## src/rtl/apb_stdout_initiator.sv

```systemverilog
// apb_stdout_initiator: buffers per-core character print requests in a small
// FIFO and drains them as single-beat APB writes to the stdout peripheral.
// Requests outside the configured cluster/core range are consumed and dropped.
// PSLVERR responses are counted in a saturating 8-bit counter.
//
// Request handshake: a request is transferred on a rising clock edge where
// req_valid_i && req_ready_o. req_ready_o is a register reflecting "FIFO not
// full" and never depends combinationally on req_valid_i. The requester holds
// its payload stable while req_valid_i is high and ready is low. An
// out-of-range request still completes the handshake; it is then discarded.
module apb_stdout_initiator #(
    parameter int unsigned            N_CORES    = 8,
    parameter int unsigned            N_CLUSTERS = 4,
    parameter int unsigned            ADDR_WIDTH = 32,
    parameter int unsigned            DATA_WIDTH = 32,
    parameter logic [ADDR_WIDTH-1:0]  BASE_ADDR  = ADDR_WIDTH'(32'h1A10_F000),
    parameter int unsigned            FIFO_DEPTH = 4
) (
    input  logic                  clk_i,
    input  logic                  rst_ni,
    input  logic                  req_valid_i,
    output logic                  req_ready_o,
    input  logic [3:0]            req_cluster_i,
    input  logic [3:0]            req_core_i,
    input  logic [7:0]            req_char_i,
    output logic [ADDR_WIDTH-1:0] paddr_o,
    output logic [DATA_WIDTH-1:0] pwdata_o,
    output logic                  pwrite_o,
    output logic                  psel_o,
    output logic                  penable_o,
    input  logic [DATA_WIDTH-1:0] prdata_i,
    input  logic                  pready_i,
    input  logic                  pslverr_i,
    output logic [7:0]            slverr_cnt_o,
    output logic                  idle_o,
    output logic [1:0]            dbg_state_o
);

    localparam int unsigned     PTR_W    = $clog2(FIFO_DEPTH);
    localparam logic [PTR_W:0]  FULL_CNT = (PTR_W + 1)'(FIFO_DEPTH);
    localparam logic [PTR_W:0]  CNT_ONE  = (PTR_W + 1)'(1);
    localparam logic [PTR_W-1:0] PTR_ONE = PTR_W'(1);
    localparam logic [4:0]      N_CLUSTERS_L = 5'(N_CLUSTERS);
    localparam logic [4:0]      N_CORES_L    = 5'(N_CORES);

    typedef enum logic [1:0] {
        ST_IDLE   = 2'd0,
        ST_SETUP  = 2'd1,
        ST_ACCESS = 2'd2
    } state_e;

    typedef struct packed {
        logic [3:0] cluster;
        logic [3:0] core;
        logic [7:0] chr;
    } entry_t;

    state_e           state_q, state_d;
    entry_t           mem_q [FIFO_DEPTH];
    logic [PTR_W-1:0] wr_ptr_q, wr_ptr_d;
    logic [PTR_W-1:0] rd_ptr_q, rd_ptr_d;
    logic [PTR_W:0]   count_q, count_d;
    logic             ready_q, ready_d;
    logic [7:0]       err_cnt_q, err_cnt_d;

    logic             accept;
    logic             in_range;
    logic             push;
    logic             pop;
    entry_t           head;
    entry_t           entry_in;
    logic [ADDR_WIDTH-1:0] addr_off;
    logic             unused_prdata;

    // Read data is never used by a write-only initiator.
    assign unused_prdata = ^prdata_i;

    assign accept   = req_valid_i && ready_q;
    assign in_range = ({1'b0, req_cluster_i} < N_CLUSTERS_L) &&
                      ({1'b0, req_core_i} < N_CORES_L);
    assign push     = accept && in_range;
    assign pop      = (state_q == ST_ACCESS) && pready_i;
    assign head     = mem_q[rd_ptr_q];
    assign entry_in = '{cluster: req_cluster_i, core: req_core_i, chr: req_char_i};

    // FIFO pointer, occupancy, ready and error-counter next-state logic.
    always_comb begin
        wr_ptr_d  = wr_ptr_q;
        rd_ptr_d  = rd_ptr_q;
        count_d   = count_q;
        err_cnt_d = err_cnt_q;
        if (push) begin
            wr_ptr_d = wr_ptr_q + PTR_ONE;
        end
        if (pop) begin
            rd_ptr_d = rd_ptr_q + PTR_ONE;
        end
        if (push && !pop) begin
            count_d = count_q + CNT_ONE;
        end else if (!push && pop) begin
            count_d = count_q - CNT_ONE;
        end
        ready_d = (count_d != FULL_CNT);
        if (pop && pslverr_i && (err_cnt_q != 8'hFF)) begin
            err_cnt_d = err_cnt_q + 8'd1;
        end
    end

    // APB phase sequencing; a push seen in IDLE starts SETUP on the next cycle.
    always_comb begin
        state_d = state_q;
        unique case (state_q)
            ST_IDLE: begin
                if (count_d != '0) state_d = ST_SETUP;
            end
            ST_SETUP: begin
                state_d = ST_ACCESS;
            end
            ST_ACCESS: begin
                if (pready_i) state_d = (count_d != '0) ? ST_SETUP : ST_IDLE;
            end
            default: begin
                state_d = ST_IDLE;
            end
        endcase
    end

    // Control registers; reset discards all buffered requests.
    always_ff @(posedge clk_i or negedge rst_ni) begin
        if (!rst_ni) begin
            state_q   <= ST_IDLE;
            wr_ptr_q  <= '0;
            rd_ptr_q  <= '0;
            count_q   <= '0;
            ready_q   <= 1'b0;
            err_cnt_q <= '0;
        end else begin
            state_q   <= state_d;
            wr_ptr_q  <= wr_ptr_d;
            rd_ptr_q  <= rd_ptr_d;
            count_q   <= count_d;
            ready_q   <= ready_d;
            err_cnt_q <= err_cnt_d;
        end
    end

    // FIFO storage; contents are only meaningful under the occupancy count.
    always_ff @(posedge clk_i) begin
        if (push) begin
            mem_q[wr_ptr_q] <= entry_in;
        end
    end

    // APB outputs decoded from the phase and the FIFO head.
    always_comb begin
        psel_o    = (state_q != ST_IDLE);
        penable_o = (state_q == ST_ACCESS);
        pwrite_o  = psel_o;
        addr_off  = '0;
        addr_off[10:7] = head.cluster;
        addr_off[6:3]  = head.core;
        paddr_o   = '0;
        pwdata_o  = '0;
        if (psel_o) begin
            paddr_o       = BASE_ADDR | addr_off;
            pwdata_o[7:0] = head.chr;
        end
    end

    assign req_ready_o  = ready_q;
    assign slverr_cnt_o = err_cnt_q;
    assign idle_o       = (count_q == '0) && (state_q == ST_IDLE);
    assign dbg_state_o  = state_q;

endmodule

```

## config.mk

```make
export PLATFORM = sky130hd
export DESIGN_NAME = apb_stdout_initiator
export DESIGN_NICKNAME = d
export VERILOG_FILES = /design/src/rtl/apb_stdout_initiator.sv
export SDC_FILE = /design/constraint.sdc
export NUM_CORES = 1
export LEC_CHECK = 0
export BUFFER_PORTS_ARGS = -buffer_cell sky130_fd_sc_hd__buf_2
export CAP_MARGIN = 20
export CORE_UTILIZATION = 40
export CTS_BUF_LIST = sky130_fd_sc_hd__clkbuf_2 sky130_fd_sc_hd__clkbuf_4 sky130_fd_sc_hd__clkbuf_8
export DETAILED_ROUTE_END_ITERATION = 16
export PLACE_DENSITY = 0.66
export SYNTH_ARGS = -nofsm -noshare
export SYNTH_HDL_FRONTEND = slang
export SYNTH_SLANG_ARGS = --single-unit
```

## constraint.sdc

```tcl
create_clock -name clk_i -period 2.2 [get_ports clk_i]
set_clock_uncertainty 0.2 [all_clocks]
set_input_delay 0.11 -clock clk_i [delete_from_list [all_inputs] [get_ports clk_i]]
set_output_delay 0.11 -clock clk_i [all_outputs]
set_load 0.1 [all_outputs]
```

==> run_results.csv <==
group,metric,value,unit
status,outcome,"finished, final reports clean",
worst_setup_path,start_kind,"flip-flop",
clock_network,cts_tree,"built",
global_route,grt_pass1_wl,10000,µm
clock_network,clockBufferDepth,2,
layout,layout-drive-gt1-share,38.6,%
flow_run,max-cap-violations,0,
route,postRouteAntennaNets,0,
die,die_x,98.9,µm
timing,holdWs,0.0327,ns
worst_setup_path,cp.arrival,1.82,ns
timing,finalMaxSlewViolations,0,
placement,place.gp.congestion,0.704,
layout,layout_commonest_cell,"edfxtp_1",
worst_setup_path,crit_fanout,13,
clock_network,cts-root-buf,"clkbuf_8",
global_route,overflow,0,
synth,synth_area,3760,µm²
timing,fmax,468,MHz
die,die_height,98.9,µm
worst_setup_path,slowest_stage,"mux4_2",
placement,io_buffers,59,
worst_setup_path,slowest_delay,0.50,ns
die,rows,35,
timing,setup_viol,0,
synth,synth_seq_area_share,63.1,%
route,drc,0,
timing,final_hold_viol_count,0,
placement,pre_cts_ws,0.294,ns
global_route,grt_util_all_layers,13.8,%
synth,syn_area_per_cell,15.6,µm²
synth,syn_inst,241,
clock_network,cts_setup_buffers,0,
timing,min_period,2.13,ns
global_route,antenna_found_initial,0,
placement,dp_hpwl,4170,µm
layout,area_growth,22.9,%
clock_network,insertion_delay,0.34,ns
layout,nets,388,
global_route,grt_max_degree,19,
route,first_pass_iters,4,
global_route,grt_pass1_vias,1990,
worst_setup_path,crit_chain,"buf_12 > mux4_2 > nor2b_4 > buf_4",
worst_setup_path,required,1.89,ns
clock_network,cts_buffers,9,
route,vias,2012,
layout,n_antenna_cell,0,
route,wl_per_cell,14.1,µm
clock_network,cts.clk_slew.worst_paths,0.09,ns
die,io_pins,132,
route,avgViaCountPerCell,4.54,
layout,final_cell_mix,"edfxtp_1, buf_2, conb_1, buf_4, dlygate4sd3_1",
synth,ys_ff_latch,82,
worst_setup_path,worstSetupPathType,"reg -> out",
die,initial_core_util,41.1,%
min_path,hp-class,"in -> async",
worst_setup_path,end_kind,"output pin",
die,die_area,9790,µm²
clock_network,h-tree-depth,3,
route,first_iter_violations,70,
timing,finalCritPeriodShare,97.0,%
synth,synth.distinct_cells,33,
layout,fillers,773,
timing,rsz0062_at_grt,"yes",
synth,yosysWarnings,0,
timing,fin_ws,0.0650,ns
die,coreArea,9150,µm²
route,routed_wl,6230,µm
clock_network,clock_sinks,82,
==> kinds of logic after synthesis <==
| group | Yosys count | synth area share, % |
|---|---|---|
| compound gates | 10 | 2.40 |
| xor+xnor | 12 | 2.80 |
| fa+ha+maj | 8 | 2.66 |
| buf+inv | 64 | 11.4 |
| flops | 82 | 63.1 |
| mux | 18 | 10.2 |
| other cells | 1 | 0.0998 |
| simple gates | 46 | 7.39 |
==> final timing paths <==
kind	from	slack (ns)	depth (start not counted)	endpoint
worst max register to register	dbg_state_o[0]	0.31	6	dbg_state_o[0]
worst min register to register	slverr_cnt_o[7]	0.29	1	slverr_cnt_o[7]
max in group asynchronous	rst_ni	1.43	2	dbg_state_o[0]
worst min-delay path	rst_ni	0.03	2	dbg_state_o[1]
min in group clk_i	req_valid_i	0.12	4	wr_ptr_q[0]
worst max-delay path	rd_ptr_q[0]	0.07	4	paddr_o[6]
==> area by class of cell <==
class	instances	area, µm²	area share, %
clock buffer	10	131	2.84
multi-input combinational	134	1190	25.8
timing repair buffer	90	674	14.6
sequential	82	2390	51.7
clock inverter	6	52.6	1.14
inverter	10	41.3	0.894
tap	111	139	3.01
==> metrics by stage <==
stage / setup TNS, ns / std cells / utilization [%] / instance area [µm²]
after floorplan: -3.91 / 280 / - / 4010
after global placement: 0 / 408 / 45.7 / 4190
after detailed placement: 0 / 408 / 45.7 / 4190
after CTS: 0 / 443 / 50.2 / 4600
after global routing: -0.0703 / 443 / 50.5 / 4620
final: 0 / 443 / 50.5 / 4620
==> flip-flops by register name, indices dropped and copies added (netlist names) <==
register      count
count_q           3
wr_ptr_q          2
rd_ptr_q          2
dbg_state_o       2
slverr_cnt_o      8
mem_q            64
req_ready_o       1
==> cells in the mapped netlist <==
library cell,n,area (µm²)
xnor2_1,9,78.8
mux2_2,1,11.3
a32o_1,1,10.0
o21ai_4,1,16.3
nand2_1,6,22.5
nand3b_1,1,7.51
o22ai_1,1,6.26
and3b_1,1,8.76
o21ai_0,2,10.0
o211ai_1,1,7.51
buf_4,49,368
o211a_1,1,10.0
mux4_2,16,360
nor2_1,5,18.8
nand4_1,4,25.0
xor2_1,3,26.3
nand3_1,2,10.0
and3_1,5,31.3
dfrtp_1,18,450
buf_2,2,10.0
conb_1,1,3.75
inv_1,10,37.5
mux2i_1,1,10.0
nor4b_2,1,15.0
a221oi_2,1,15.0
edfxtp_1,64,1920
or4b_4,1,13.8
nor3_1,1,5.00
a21o_1,2,15.0
clkbuf_1,3,11.3
ha_1,8,100
nor3b_1,1,7.51
nor2b_1,18,113
==> worst max-delay path, delay by kind of cell (launching register included) <==
family,cells,cell delay [ns]
multiplexers,1,0.50
AND/OR/NAND/NOR,1,0.14
buffers and inverters,2,0.42
flip-flops,1,0.42
==> metal layers <==
layer | GRT usage, % | up-vias | part of all wire, %
met1 | 17.2 | 981 | 42
met2 | 23.2 | 74 | 52
met5 | 0 | - | 0
li1 | - | 955 | -
met4 | 5.86 | 0 | 0.27
met3 | 2.98 | 2 | 5.4
==> what timing repair did <==
action | CTS | global route
resized for setup | 15 | 7
endpoints found under the setup margin | 15 | 10
hold buffers | 19 | 0
endpoints found under the hold margin | 86 | 0
pin swaps | 0 | 0
Power is not shown: default switching activity piles up to over one toggle a cycle in this logic, so the estimate is an artifact.
